===== config.mk =====
export PLATFORM = sky130hd
export DESIGN_NAME = score_tracker
export DESIGN_NICKNAME = d
export VERILOG_FILES = /design/src/rtl/snake_pkg.sv /design/src/rtl/rise_detect.sv /design/src/rtl/score_tracker.sv
export SDC_FILE = /design/constraint.sdc
export NUM_CORES = 1
export LEC_CHECK = 0
export ABC_AREA = 1
export CAP_MARGIN = 20
export CELL_PAD_IN_SITES_DETAIL_PLACEMENT = 2
export CELL_PAD_IN_SITES_GLOBAL_PLACEMENT = 2
export CORE_ASPECT_RATIO = 0.9
export CORE_MARGIN = 5
export CORE_UTILIZATION = 25
export CTS_BUF_LIST = sky130_fd_sc_hd__clkbuf_16
export DETAILED_ROUTE_END_ITERATION = 12
export PLACE_DENSITY_LB_ADDON = 0.1
export SLEW_MARGIN = 40
export SYNTH_ARGS = -nofsm -noshare
export SYNTH_HDL_FRONTEND = slang
export SYNTH_SLANG_ARGS = --single-unit

===== constraint.sdc =====
create_clock -name clk -period 3.2 [get_ports clk]
set_input_delay 0.32 -clock clk [delete_from_list [all_inputs] [get_ports clk]]
set_output_delay 0.32 -clock clk [all_outputs]
set_load 0.01 [all_outputs]

===== src/rtl/snake_pkg.sv =====
`default_nettype none
// +------------------------------------------------------------------+
// | snake_pkg : shared types and constants for the snake game blocks |
// | Rev 1.0   : initial release                                      |
// +------------------------------------------------------------------+
package snake_pkg;

  typedef logic [15:0] score_t;

  localparam int unsigned c_max_score = 999;

  typedef enum logic [1:0] {
    IDLE = 2'd0,
    PLAY = 2'd1,
    OVER = 2'd2
  } state_e;

  // Compare against the headroom first so the 16-bit sum can never wrap.
  function automatic score_t sat_add(input score_t a, input score_t inc, input score_t ceil);
    if ((inc >= ceil) || (a > (ceil - inc))) begin
      return ceil;
    end
    return a + inc;
  endfunction

endpackage
`default_nettype wire


===== src/rtl/rise_detect.sv =====
`default_nettype none
// +------------------------------------------------------------------+
// | rise_detect : registered rising-edge detector                    |
// | Rev 1.0     : initial release                                    |
// +------------------------------------------------------------------+
module rise_detect (
  input  logic clk,
  input  logic reset_n,
  input  logic in,
  output logic pulse
);

  logic r_in;
  logic r_prev_low;
  logic r_armed;

  // r_armed keeps a level that is already high at reset release from
  // looking like an edge: a real edge needs a low sample taken after reset.
  always_ff @(posedge clk or negedge reset_n) begin
    if (!reset_n) begin
      r_in       <= 1'b0;
      r_prev_low <= 1'b0;
      r_armed    <= 1'b0;
    end else begin
      r_in       <= in;
      r_prev_low <= r_armed & ~r_in;
      r_armed    <= 1'b1;
    end
  end

  assign pulse = r_in & r_prev_low;

endmodule
`default_nettype wire


===== src/rtl/score_tracker.sv =====
`default_nettype none
// +------------------------------------------------------------------+
// | score_tracker : game score, high score and score display control |
// | Rev 1.0       : initial release                                  |
// +------------------------------------------------------------------+
module score_tracker
  import snake_pkg::*;
#(
  parameter int unsigned POINTS_PER_FOOD = 1,
  parameter int unsigned MAX_SCORE       = c_max_score,
  parameter int unsigned BLINK_CYCLES    = 25_000_000
) (
  input  logic        clk,
  input  logic        reset_n,
  input  logic        new_game,
  input  logic        food_eaten,
  input  logic        game_over,
  output logic [15:0] score,
  output logic [15:0] high_score,
  output logic        new_record,
  output logic [15:0] disp_score,
  output logic [1:0]  state_o
);

  localparam score_t c_pts   = score_t'(POINTS_PER_FOOD);
  localparam score_t c_max   = score_t'(MAX_SCORE);
  localparam int     c_cnt_w = (BLINK_CYCLES > 1) ? $clog2(BLINK_CYCLES) : 1;
  localparam logic [c_cnt_w-1:0] c_blink_last = c_cnt_w'(BLINK_CYCLES - 1);

  state_e               r_state;
  state_e               w_next_state;
  score_t               r_score;
  score_t               r_high;
  logic                 r_new_record;
  logic [c_cnt_w-1:0]   r_blink_cnt;
  logic                 r_phase;
  logic                 w_food_pulse;
  score_t               w_score_inc;

  rise_detect u_food_edge (
    .clk     (clk),
    .reset_n (reset_n),
    .in      (food_eaten),
    .pulse   (w_food_pulse)
  );

  always_ff @(posedge clk or negedge reset_n) begin
    if (!reset_n) begin
      r_state <= IDLE;
    end else begin
      r_state <= w_next_state;
    end
  end

  // new_game wins over game_over while playing.
  always_comb begin
    w_next_state = r_state;
    case (r_state)
      IDLE:    if (new_game) w_next_state = PLAY;
      PLAY:    if (!new_game && game_over) w_next_state = OVER;
      OVER:    if (new_game) w_next_state = PLAY;
      default: w_next_state = IDLE;
    endcase
  end

  always_comb begin
    state_o    = r_state;
    disp_score = ((r_state == OVER) && r_phase) ? r_high : r_score;
  end

  // Food counted on the same edge as game_over is included in the final score.
  always_comb begin
    w_score_inc = w_food_pulse ? sat_add(r_score, c_pts, c_max) : r_score;
  end

  always_ff @(posedge clk or negedge reset_n) begin
    if (!reset_n) begin
      r_score      <= '0;
      r_high       <= '0;
      r_new_record <= 1'b0;
    end else begin
      case (r_state)
        IDLE: begin
          if (new_game) r_score <= '0;
        end
        PLAY: begin
          if (new_game) begin
            r_score <= '0;
          end else begin
            r_score <= w_score_inc;
            if (game_over) begin
              r_new_record <= (w_score_inc > r_high);
              if (w_score_inc > r_high) r_high <= w_score_inc;
            end
          end
        end
        OVER: begin
          if (new_game) begin
            r_score      <= '0;
            r_new_record <= 1'b0;
          end
        end
        default: ;
      endcase
    end
  end

  // Held at zero outside OVER so every game-over starts on the score phase.
  always_ff @(posedge clk or negedge reset_n) begin
    if (!reset_n) begin
      r_blink_cnt <= '0;
      r_phase     <= 1'b0;
    end else if (r_state != OVER) begin
      r_blink_cnt <= '0;
      r_phase     <= 1'b0;
    end else if (r_blink_cnt == c_blink_last) begin
      r_blink_cnt <= '0;
      r_phase     <= ~r_phase;
    end else begin
      r_blink_cnt <= r_blink_cnt + 1'b1;
    end
  end

  assign score      = r_score;
  assign high_score = r_high;
  assign new_record = r_new_record;

endmodule
`default_nettype wire

==> flow_metrics.py, run 1 <==
metrics = {
    "status": {
        "outcome": "complete, no violations",
    },
    "finish": {
        "area_growth_pct": 28.3,
        "layout-drive-gt1-share_pct": 9.90,
        "fillers": 1786,
        "n_antenna_cell": 0,
        "fin_nets": 627,
    },
    "sta": {
        "final.period_utilization_pct": 87.8,
        "max_freq_mhz": 356,
        "fin_crit_ps": 2810,
        "worst_slack_ps": 392,
        "setup-violations-final": 0,
        "finalSetupTns_ps": 0,
        "slew_headroom_pct": 45.5,
        "rsz0062_at_grt": "false",
        "whs_ps": 101,
        "fin_skew_ps": 4.82,
        "slew_viol_final": 0,
        "final-hold-violation-count": 0,
        "tightest_slew_ps": 817,
    },
    "setup_path": {
        "cp-endpoint": "high_score[11]",
        "arrival_ps": 3030,
        "start_kind": "flip-flop",
        "crit_path_end_kind": "flip-flop",
        "reg2reg_to": "high_score[11]",
        "critPathKind": "flip-flop to flip-flop",
        "timing.rr.start": "score[1]",
        "rrSetupSlack_ps": 390,
        "crit_start": "score[1]",
        "r2r_cells": 15,
        "worst-endpoint-required_ps": 3420,
        "cp_max_fo": 7,
    },
    "synthesis": {
        "synth-edff-count": 0,
        "synth.area.top_cells": "dfrtp_1 (41%), nand2_1 (14%), nor2_1 (6.4%)",
        "syn_avg_cell_area_um2": 7.39,
        "synthFlopType": "dfrtp_1",
        "synthXorXnorAreaFrac_pct": 2.00,
        "synth.ff_latch_count": 64,
        "synth_top_area_share_pct": 40.7,
        "synth_top_area_cell": "dfrtp_1",
        "synth_top_family_by_area": "simple AND/OR/NAND/NOR gates",
        "syn-num-nets": 557,
        "synth_cell_types": 34,
        "synthCells": 533,
        "syn_area_um2": 3940,
        "synth_compound_area_share_pct": 7.31,
        "synthMuxAreaShare_pct": 0,
        "ys_seq_area_share_pct": 40.7,
        "async_flop_share_pct": 100,
        "yosys.area_share.simple_pct": 36.2,
        "yosys_warnings": 0,
        "synthAdderAreaFrac_pct": 6.04,
    },
    "global_routing": {
        "overflow": 0,
        "use_met3_pct": 2.62,
        "antenna_found_initial": 0,
        "grt_pass1_vias": 4020,
        "top_usage_layer": "met1",
        "met1_usage_pct": 23.6,
        "grt_util_met2_pct": 23.3,
        "grt_pass1_wl_um": 22400,
        "grt_util_all_layers_pct": 15.7,
        "grt_max_degree": 65,
    },
    "routing": {
        "wl_per_cell_um": 17.1,
        "drtIter0Drc": 146,
        "vias": 3740,
        "ant_nets": 0,
        "drcViolationCount": 0,
        "wl_um": 13800,
        "drt_pass1_iterations": 4,
        "avgViaCountPerCell": 4.63,
    },
    "hold_path": {
        "hold_path_class": "input pin to asynchronous set/reset pin",
    },
    "power": {
        "vdd_drop_max_mv": 0.235,
        "p_per_area_nw_per_um2": 412,
        "p_sw_uw": 616,
        "p_sw_share_pct": 29.6,
        "p_comb_share_pct": 16.0,
        "clkPwrFrac_pct": 42.1,
        "p_int_mw": 1.46,
        "seqPwrFrac_pct": 41.8,
        "finalPower_mw": 2.08,
        "power_leakage_nw": 2.30,
    },
    "floorplanning": {
        "core-area_um2": 15400,
        "dieArea_um2": 18400,
        "ios": 56,
        "fp.dieW_um": 142,
        "initial_core_util_pct": 25.5,
        "fp.dieH_um": 129,
        "placementRows": 43,
    },
    "clocking": {
        "cts_made_buffers": 9,
        "cts-root-buf": "clkbuf_16",
        "clkTransAtPathRegs_ps": 60,
        "clock-sinks": 64,
        "cts_tree": "built",
        "clockBufferDepth": 2,
        "cts_hold_buf": 0,
        "clock_latency_ps": 330,
        "htreeDepth": 3,
    },
    "place": {
        "hpwl_um": 10600,
        "port_buffers": 55,
        "dp_slack_ps": 37.1,
        "globalplace.congestion": 0.786,
    },
    "job": {
        "cap_viol_max_count": 0,
    },
}
power by group through the flow:
stage	registers (mW)	logic, mW	clock network, mW
final	0.870	0.334	0.876
after global routing	0.874	0.375	0.943
after CTS	0.871	0.305	0.904
after detailed placement	0.884	0.303	0
after floorplan	0.879	0.165	0
after global placement	0.885	0.297	0
worst max-delay path, cell delays in order (launching register included):
cell and delay, ps:
dfrtp_2 450, ha_1 230, nand3_1 120, nor2_2 150, nand2_1 90, o21ai_0 240
nand2_1 150, ha_1 300, nand2_1 70, nor2_1 160, nand4_1 100, nor2_1 180
nor2_4 100, buf_4 170, nand3_1 90, nand2_1 70
cell usage in the layout, fill, tap and decap left out, drive strengths merged, types with 18 or more instances in the layout:
cell,count
nand2,155
o21ai,36
inv,67
clkdlybuf4s50,54
ha,19
nor2,78
nand3,45
nor3,18
dfrtp,64
metal layers:
metal,share of wire [%],vias to the layer above
met3,3.0,13
met2,42,46
met5,0,-
met4,1.1,0
met1,54,1846
li1,-,1835
cells by family after synthesis:
kind of cell,Yosys count
AO/OA/AOI/OAI,55
XOR/XNOR,9
adder cells (fa/ha/maj),19
buffers and inverters,77
flip-flops,64
other,1
AND/OR/NAND/NOR,308
how the worst min path moves through the flow:
stage,startpoint,end,slack (ps),depth (start not counted)
2_1_floorplan,reset_n,high_score[0],20,0
3_3_place_gp,u_food_edge.r_in,u_food_edge.r_prev_low,450,1
3_5_place_dp,u_food_edge.r_in,u_food_edge.r_prev_low,450,1
4_1_cts,reset_n,r_blink_cnt[7],120,2
5_1_grt,reset_n,r_blink_cnt[6],170,2
6_report,reset_n,r_blink_cnt[6],100,2
per-stage QoR:
step | util [%] | std cells | instance area (µm²)
6_report | 32.7 | 808 | 5050
4_1_cts | 32.4 | 802 | 5000
3_3_place_gp | 30.7 | 788 | 4740
2_1_floorplan | - | 533 | 3940
3_5_place_dp | 30.7 | 788 | 4750
5_1_grt | 32.7 | 808 | 5050
cells in the mapped netlist (all sizes together), types with 8 or more instances:
library cell / n
dfrtp: 64
nand4: 8
xor2: 9
nand3: 45
inv: 67
nor2: 78
a21oi: 15
nor3: 18
ha: 19
o21ai: 36
nand2: 155
state kept, by name, indices dropped and copies added, names as in the netlist:
| register | flops |
|---|---|
| r_blink_cnt | 25 |
| high_score | 16 |
| score | 16 |
| state_o | 2 |
| new_record | 1 |
| r_phase | 1 |
| u_food_edge.r_armed | 1 |
| u_food_edge.r_in | 1 |
| u_food_edge.r_prev_low | 1 |
cell type report:
type | instances | area (µm²) | share of cell area [%]
clock buffer | 9 | 225 | 4.46
clock inverter | 5 | 26.3 | 0.520
inverter | 67 | 251 | 4.98
multi-input combinational | 392 | 2040 | 40.4
sequential | 64 | 1600 | 31.7
tap | 202 | 253 | 5.00
timing repair buffer | 69 | 654 | 13.0
repair_timing:
item	in CTS	in global routing
endpoints found under the setup margin	0	17
setup buffers	0	6
resized for setup	0	3
(Power assumes the default switching activity.)
==> inputs of run 2 (changes only) <==
--- a/config.mk
+++ b/config.mk
@@ -19,3 +19,4 @@
 export SYNTH_ARGS = -nofsm -noshare
 export SYNTH_HDL_FRONTEND = slang
 export SYNTH_SLANG_ARGS = --single-unit
+export TNS_END_PERCENT = 1
==> results of run 2 <==
Final layout, timing and power as in run 1 (identical DEF).
